<file path="src/rtl/conv_mac_cin_acc.sv">
// Multi-input-channel 3x3 conv MAC: tap products -> adder tree -> channel accumulator -> bias/shift/clip.
// Optional CONV_MAC_RELU_BYPASS_EN adds relu_en_i for a signed-saturating output mode.
module conv_mac_cin_acc #(
  parameter int DATA_RES    = 8,
  parameter int WEIGHT_RES  = 8,
  parameter int KERNEL_SIZE = 9,
  parameter int NUM_CIN     = 4,
  parameter int FXP_SHIFT   = 4
) (
  input  logic                                        clk_i,
  input  logic                                        resetn_i,
  input  logic [DATA_RES*KERNEL_SIZE-1:0]             pixel_grid_i,
  input  logic [WEIGHT_RES*KERNEL_SIZE-1:0]           kernel_i,
  input  logic [WEIGHT_RES-1:0]                       bias_i,
`ifdef CONV_MAC_RELU_BYPASS_EN
  input  logic                                        relu_en_i,
`endif
  input  logic                                        in_valid_i,
  output logic                                        in_ready_o,
  output logic [DATA_RES-1:0]                         pixel_o,
  output logic                                        pixel_valid_o,
  input  logic                                        pixel_ready_i,
  output logic [((NUM_CIN > 1) ? $clog2(NUM_CIN) : 1)-1:0] cin_idx_o
);

  localparam int CIN_W  = (NUM_CIN > 1) ? $clog2(NUM_CIN) : 1;
  localparam int PROD_W = WEIGHT_RES + DATA_RES + 1;
  localparam int SUM_W  = PROD_W + $clog2(KERNEL_SIZE);
  localparam int ACC_W  = PROD_W + $clog2(KERNEL_SIZE * NUM_CIN) + 2;

  localparam logic signed [ACC_W-1:0] UMAX = ACC_W'((2 ** DATA_RES) - 1);
  localparam logic signed [ACC_W-1:0] SMAX = ACC_W'((2 ** (DATA_RES - 1)) - 1);
  localparam logic signed [ACC_W-1:0] SMIN = ACC_W'(-(2 ** (DATA_RES - 1)));

  // Floor shift, then clamp to the unsigned (relu) or two's-complement output range.
  function automatic logic [DATA_RES-1:0] clip_px(input logic signed [ACC_W-1:0] a,
                                                  input logic relu);
    logic signed [ACC_W-1:0] r;
    r = a >>> FXP_SHIFT;
    if (relu) begin
      if (r[ACC_W-1])   r = '0;
      else if (r > UMAX) r = UMAX;
    end else begin
      if (r > SMAX)      r = SMAX;
      else if (r < SMIN) r = SMIN;
    end
    return r[DATA_RES-1:0];
  endfunction

  logic                     adv;
  logic                     accept;
  logic [CIN_W-1:0]         cin_cnt;
  logic                     first_beat;
  logic                     last_beat;

  logic signed [PROD_W-1:0] prod_c [KERNEL_SIZE];
  logic signed [SUM_W-1:0]  sum_c;
  logic signed [ACC_W-1:0]  acc_c;

  logic                     vld_p1, vld_p2, vld_p3;
  logic signed [PROD_W-1:0] prod_p1 [KERNEL_SIZE];
  logic signed [WEIGHT_RES-1:0] bias_p1, bias_p2;
  logic                     first_p1, first_p2;
  logic                     last_p1, last_p2;
  logic signed [SUM_W-1:0]  sum_p2;
  logic signed [ACC_W-1:0]  acc_p3;
  logic                     relu_grp;

  assign adv        = !pixel_valid_o | pixel_ready_i;
  assign in_ready_o = adv;
  assign accept     = in_valid_i & adv;
  assign first_beat = (cin_cnt == '0);
  assign last_beat  = (cin_cnt == CIN_W'(NUM_CIN - 1));
  assign cin_idx_o  = cin_cnt;

  always_comb begin
    for (int i = 0; i < KERNEL_SIZE; i++) begin
      prod_c[i] = $signed(kernel_i[i*WEIGHT_RES +: WEIGHT_RES])
                * $signed({1'b0, pixel_grid_i[i*DATA_RES +: DATA_RES]});
    end
  end

  always_comb begin
    sum_c = '0;
    for (int i = 0; i < KERNEL_SIZE; i++) begin
      sum_c = sum_c + SUM_W'(prod_p1[i]);
    end
  end

  // Channel 0 restarts the accumulator with the bias, discarding any stale partial sum.
  always_comb begin
    if (first_p2) acc_c = ACC_W'(sum_p2) + (ACC_W'(bias_p2) <<< FXP_SHIFT);
    else          acc_c = acc_p3 + ACC_W'(sum_p2);
  end

  always_ff @(posedge clk_i) begin
    if (!resetn_i) begin
      cin_cnt       <= '0;
      vld_p1        <= 1'b0;
      vld_p2        <= 1'b0;
      vld_p3        <= 1'b0;
      pixel_valid_o <= 1'b0;
      pixel_o       <= '0;
    end else begin
      if (accept) cin_cnt <= last_beat ? '0 : cin_cnt + 1'b1;
      if (adv) begin
        vld_p1        <= in_valid_i;
        vld_p2        <= vld_p1;
        vld_p3        <= vld_p2 & last_p2;
        pixel_valid_o <= vld_p3;
        if (vld_p3) pixel_o <= clip_px(acc_p3, relu_grp);
      end
    end
  end

  // S1: products
  always_ff @(posedge clk_i) begin
    if (adv) begin
      prod_p1  <= prod_c;
      bias_p1  <= $signed(bias_i);
      first_p1 <= first_beat;
      last_p1  <= last_beat;
    end
  end

  // S2: tap sum
  always_ff @(posedge clk_i) begin
    if (adv) begin
      sum_p2   <= sum_c;
      bias_p2  <= bias_p1;
      first_p2 <= first_p1;
      last_p2  <= last_p1;
    end
  end

  // S3: channel accumulator
  always_ff @(posedge clk_i) begin
    if (adv && vld_p2) acc_p3 <= acc_c;
  end

`ifdef CONV_MAC_RELU_BYPASS_EN
  logic relu_p1, relu_p2, relu_p3;

  always_ff @(posedge clk_i) begin
    if (adv) begin
      relu_p1 <= relu_en_i;
      relu_p2 <= relu_p1;
      if (vld_p2 && first_p2) relu_p3 <= relu_p2;
    end
  end

  assign relu_grp = relu_p3;
`else
  assign relu_grp = 1'b1;
`endif

endmodule
</file>
<file path="config.mk">
export PLATFORM = sky130hd
export DESIGN_NAME = conv_mac_cin_acc
export DESIGN_NICKNAME = d
export VERILOG_FILES = /design/src/rtl/conv_mac_cin_acc.sv
export SDC_FILE = /design/constraint.sdc
export NUM_CORES = 2
export LEC_CHECK = 0
export CAP_MARGIN = 30
export CORE_ASPECT_RATIO = 0.5
export CORE_MARGIN = 3
export CORE_UTILIZATION = 35
export DETAILED_ROUTE_END_ITERATION = 10
export PLACE_DENSITY = 0.65
export SYNTH_ARGS = -nofsm -noshare
export SYNTH_HDL_FRONTEND = slang
export SYNTH_SLANG_ARGS = --single-unit
</file>
<file path="constraint.sdc">
create_clock -name clk_i -period 6.9 [get_ports clk_i]
set_input_delay 1.38 -clock clk_i [delete_from_list [all_inputs] [get_ports clk_i]]
set_output_delay 1.38 -clock clk_i [all_outputs]
set_load 0.02 [all_outputs]
</file>
; Word-level counts from Yosys, hierarchy flattened
; Cells that the tools add are included.
[totals]
reg_bits = 233
in_bits = 156
output_inout_bits = 12
wordCells = 56
[classes]
addsub = 11
n_mul = 9
magnitude_cmp = 1
n_eq_ne = 1
n_mux = 4
n_bitwise = 3
reduce_logical = 4
[ops]
columns = operator, n
row1 = 8-bit by 9-bit multiplier with 17-bit output, 9
row2 = 21-bit by 17-bit adder with 21-bit output, 4
row3 = 25-bit by 21-bit adder with 25-bit output, 1
row4 = 25-bit two-way mux, 1
row5 = 21-bit by 12-bit adder with 22-bit output, 1
row6 = 20-bit by 17-bit adder with 21-bit output, 1
row7 = "21-bit by 9-bit greater-than comparator with 1-bit output, second input constant", 1
row8 = 19-bit by 17-bit adder with 20-bit output, 1
row9 = 18-bit by 17-bit adder with 19-bit output, 1
row10 = 17-bit by 17-bit adder with 18-bit output, 1
row11 = 8-bit two-way mux, 2
row12 = "2-bit by 1-bit adder with 2-bit output, second input constant", 1
row13 = 1-bit AND, 2
row14 = "2-bit == test, second input constant", 1
row15 = 2-bit zero test, 1
row16 = 2-bit two-way mux, 1
row17 = 2-bit AND reduction, 1
row18 = 1-bit logical AND, 1
row19 = 1-bit zero test, 1
row20 = 1-bit OR, 1

; Longest topological paths before layout
[depth]
depth_word = 8
depth_mapped = 18
depth_no_buf = 18

; Least setup slack after synthesis
; Ideal clock, no wire load.
[synth_timing]
path_type = input to register
startpoint = in pixel_ready_i
endpoint = reg pixel_o[5]
setup_ns = 0.065
arrival_ns = 6.857
t_required_ns = 6.835
path_slack_ns = -0.022
stages = 7
path_buffers = 1
path_cell_list = nor2b_1 inv_1 nand2_1 clkbuf_1 nor3_1 a21oi_1 nor2b_1
[synth_via]
elab_chain_len = 2
[synth_rtl]
columns = element, line_no
row1 = "start, declared", 22  ; input logic pixel_ready_i,
row2 = 1-bit OR, 69  ; assign adv = !pixel_valid_o | pixel_ready_i;
row3 = named net in_ready_o, 19  ; output logic in_ready_o,
row4 = 2-bit AND reduction (no source line), -
row5 = "end signal, assigned", 111  ; if (vld_p3) pixel_o <= clip_px(acc_p3, relu_grp);
row6 = "end, declared", 20  ; output logic [DATA_RES-1:0] pixel_o,
; The timed path passes the listed nets, and every way through them passes these cells.
; A chain may end at the register's enable or synchronous reset.

==> reports/results.tsv <==
metric	value	unit
#FFs+latches synth	233	
crit-path leading delay family	adder cells	
fin crit period	5780	ps
hold_buf cts	0	
die width	437.5	µm
Ys Warns	0	
vias in the first global route	24208	
Slew headroom	0.4681	
RePlAce Congestion	0.9202	
WP buf/inv	3	
CTS tree	done	
critical path required time	7180	ps
most common cell after layout, fill and taps aside	inv_1	
EDFF count, synth	219	
commonest non-fill, non-tap cells in the layout	inv_1 (748), fa_1 (457), ha_1 (451)	
CP max FO	8	
layout net count	4544	
via count	22495	
CTS Root Cell	clkbuf_16	
crit share post-route	0.8377	
Setup crit start	kernel_i[10]	
crit path cell chain	clkdlybuf4s50_1 > and2_1 > fa_1 > inv_1 > fa_1 > fa_1 > fa_1 > inv_1 > ha_1 > nor2b_1 > o21ai_1 > nand2_1 > and2_1 > o41ai_1 > o21ai_1 > o41ai_1 > xnor2_1	
Mapped Cells	3293	
first-pass GRT wire length	122900	µm
CP Class	input pin to flop	
router iterations before antenna repair	5	
largest net degree at the start of global routing	134	
Clock Sinks	233	
final number of hold-violating endpoints	0	
Core Rows	78	
crit path max-delay cell type	clkdlybuf4s50_1	
r2r worst-path depth	16	
vias per cell	4.747	
unrepaired setup endpoints after global routing	no	
DRC Markers	0	
CP arrival	6060	ps
area delta synth->final	12.07	%
layout cells sized above 1	0.01630	
H-tree depth	1	
post-synthesis sequential area ratio	0.2105	
Critical R2R Capture	sum_p2[20]	
die area	96990	µm²
CP Launch Type	input pin	
TritonCTS Buffers	22	
Worst-Skew Late Latency	550	ps
ys flop type	edfxtp_1	
Crit path depth	17	
Crit path largest cell delay	570	ps
pin slew with the least headroom to its limit	797.9	ps
CP Capture Point	prod_p1[135]	
Fmax achieved	0.1730	GHz
post-route ant nets	0	
clk_skew	21.18	ps
DR WL/cell	15.66	µm
Starting Density	0.3562	
status	finished clean	
Async SR Flop Fraction	0	
HP Class	flop to flop	
gr usage total	0.1556	
GR Overflow Total	0	
Inst Count DP	4696	
Post-Syn Area per Cell	9.893	µm²
Slew Viols, Final	0	
number of max-cap violations	0	
hpwl dp	63640	µm
Worst-path clk slew	70	ps
PortBufs	167	
final WL	74220	µm
Syn Nets	4357	
post-route insts no fill	4739	
Core Region	91450	µm²
Post-Syn Area	32580	µm²
post-CTS setup buffer count	0	
clock tree buffer depth	3	
FF-to-FF Start	prod_p1[137]	
final setup violating endpoints	0	
R2R Setup Slk	1470	ps
worst hold margin	421.6	ps
height of the die	221.7	µm
Top cell by count, worst path	fa_1	
Fin Setup TNS	0	ps
Ports	168	
initial antenna violation count	4	
number of DRC markers in iteration 0	1202	
CP Capture Type	flop	
Synth cell types	64	
post-CTS sizing	0	
[worst min-delay path by stage]
stage,slack [ps],end,start,cells after the start
after floorplan,400,bias_p2[0],bias_p1[0],0
after global placement,410,bias_p2[0],bias_p1[0],0
after detailed placement,410,first_p2,first_p1,0
after CTS,430,bias_p2[7],bias_p1[7],0
after global routing,430,bias_p2[4],bias_p1[4],0
final,420,bias_p2[6],bias_p1[6],0
[layer usage]
metal  GRT usage  wire, µm  up-vias
met2      0.2791     37710      329
li1            -         -    10805
met1      0.1998     32000    11302
met4     0.02057       939        2
met5           0        13        -
met3     0.02831      3550       57
[registers in the layout, indices dropped and copies added (netlist names)]
name,cells
vld_p3,1
first_p1,1
last_p1,1
pixel_o,8
sum_p2,21
vld_p2,1
vld_p1,1
pixel_valid_o,1
first_p2,1
prod_p1,153
cin_idx_o,2
bias_p1,8
bias_p2,8
acc_p3,25
last_p2,1
[stage by stage]
stage          utilization  worst slack (ps)  area [µm²]
2_1_floorplan            -              1132       32580
3_3_place_gp        0.3918             628.8       35820
3_5_place_dp        0.3918             525.7       35820
4_1_cts             0.3991              1073       36500
5_1_grt             0.3992             769.6       36500
6_report            0.3992              1120       36510
[cell type report]
type                            count  area, µm²
Antenna cell                        3      7.507
Clock inverter                     16      117.6
Multi-Input combinational cell   2299      22860
Tap cell                         1240       1551
Inverter                          750       2819
Clock buffer                       24      558.0
Fill cell                        8952      54940
Sequential cell                   233       6857
Timing Repair Buffer              174       1737
[cell usage after synthesis (all sizes together), types with 7 or more instances]
cell type	n	area, µm²
nor2	129	486.7
dfxtp	14	280.3
ha	451	5643
o211ai	7	52.55
a31oi	15	108.9
fa	457	9149
xor2	47	411.6
o21a	25	187.7
nand4	9	56.30
and2	297	1858
inv	750	2815
clkbuf	8	30.03
nand2b	49	306.5
nand2	270	1013
and3	10	62.56
a21o	24	180.2
o21ai	71	359.1
a21oi	104	524.3
nand3	28	140.1
or3	13	81.33
nor2b	38	237.7
o41ai	14	137.6
edfxtp	219	6576
nor3	54	270.3
xnor2	107	937.2
o21bai	19	142.6
[kinds of logic (layout without fill, tap and decap cells)]
kind of cell / count (synthesis) / in the layout / share of synthesized area
mux: 6 / 6 / 0.001882
compound gates: 319 / 319 / 0.06268
fa+ha+maj: 908 / 908 / 0.4541
flops: 233 / 233 / 0.2105
simple gates: 912 / 912 / 0.1417
other cells: 0 / 3 / 0
buf+inv: 761 / 964 / 0.08776
xor+xnor: 154 / 154 / 0.04140
Power is not shown: default switching activity piles up to over one toggle a cycle in this logic, so the estimate is an artifact.
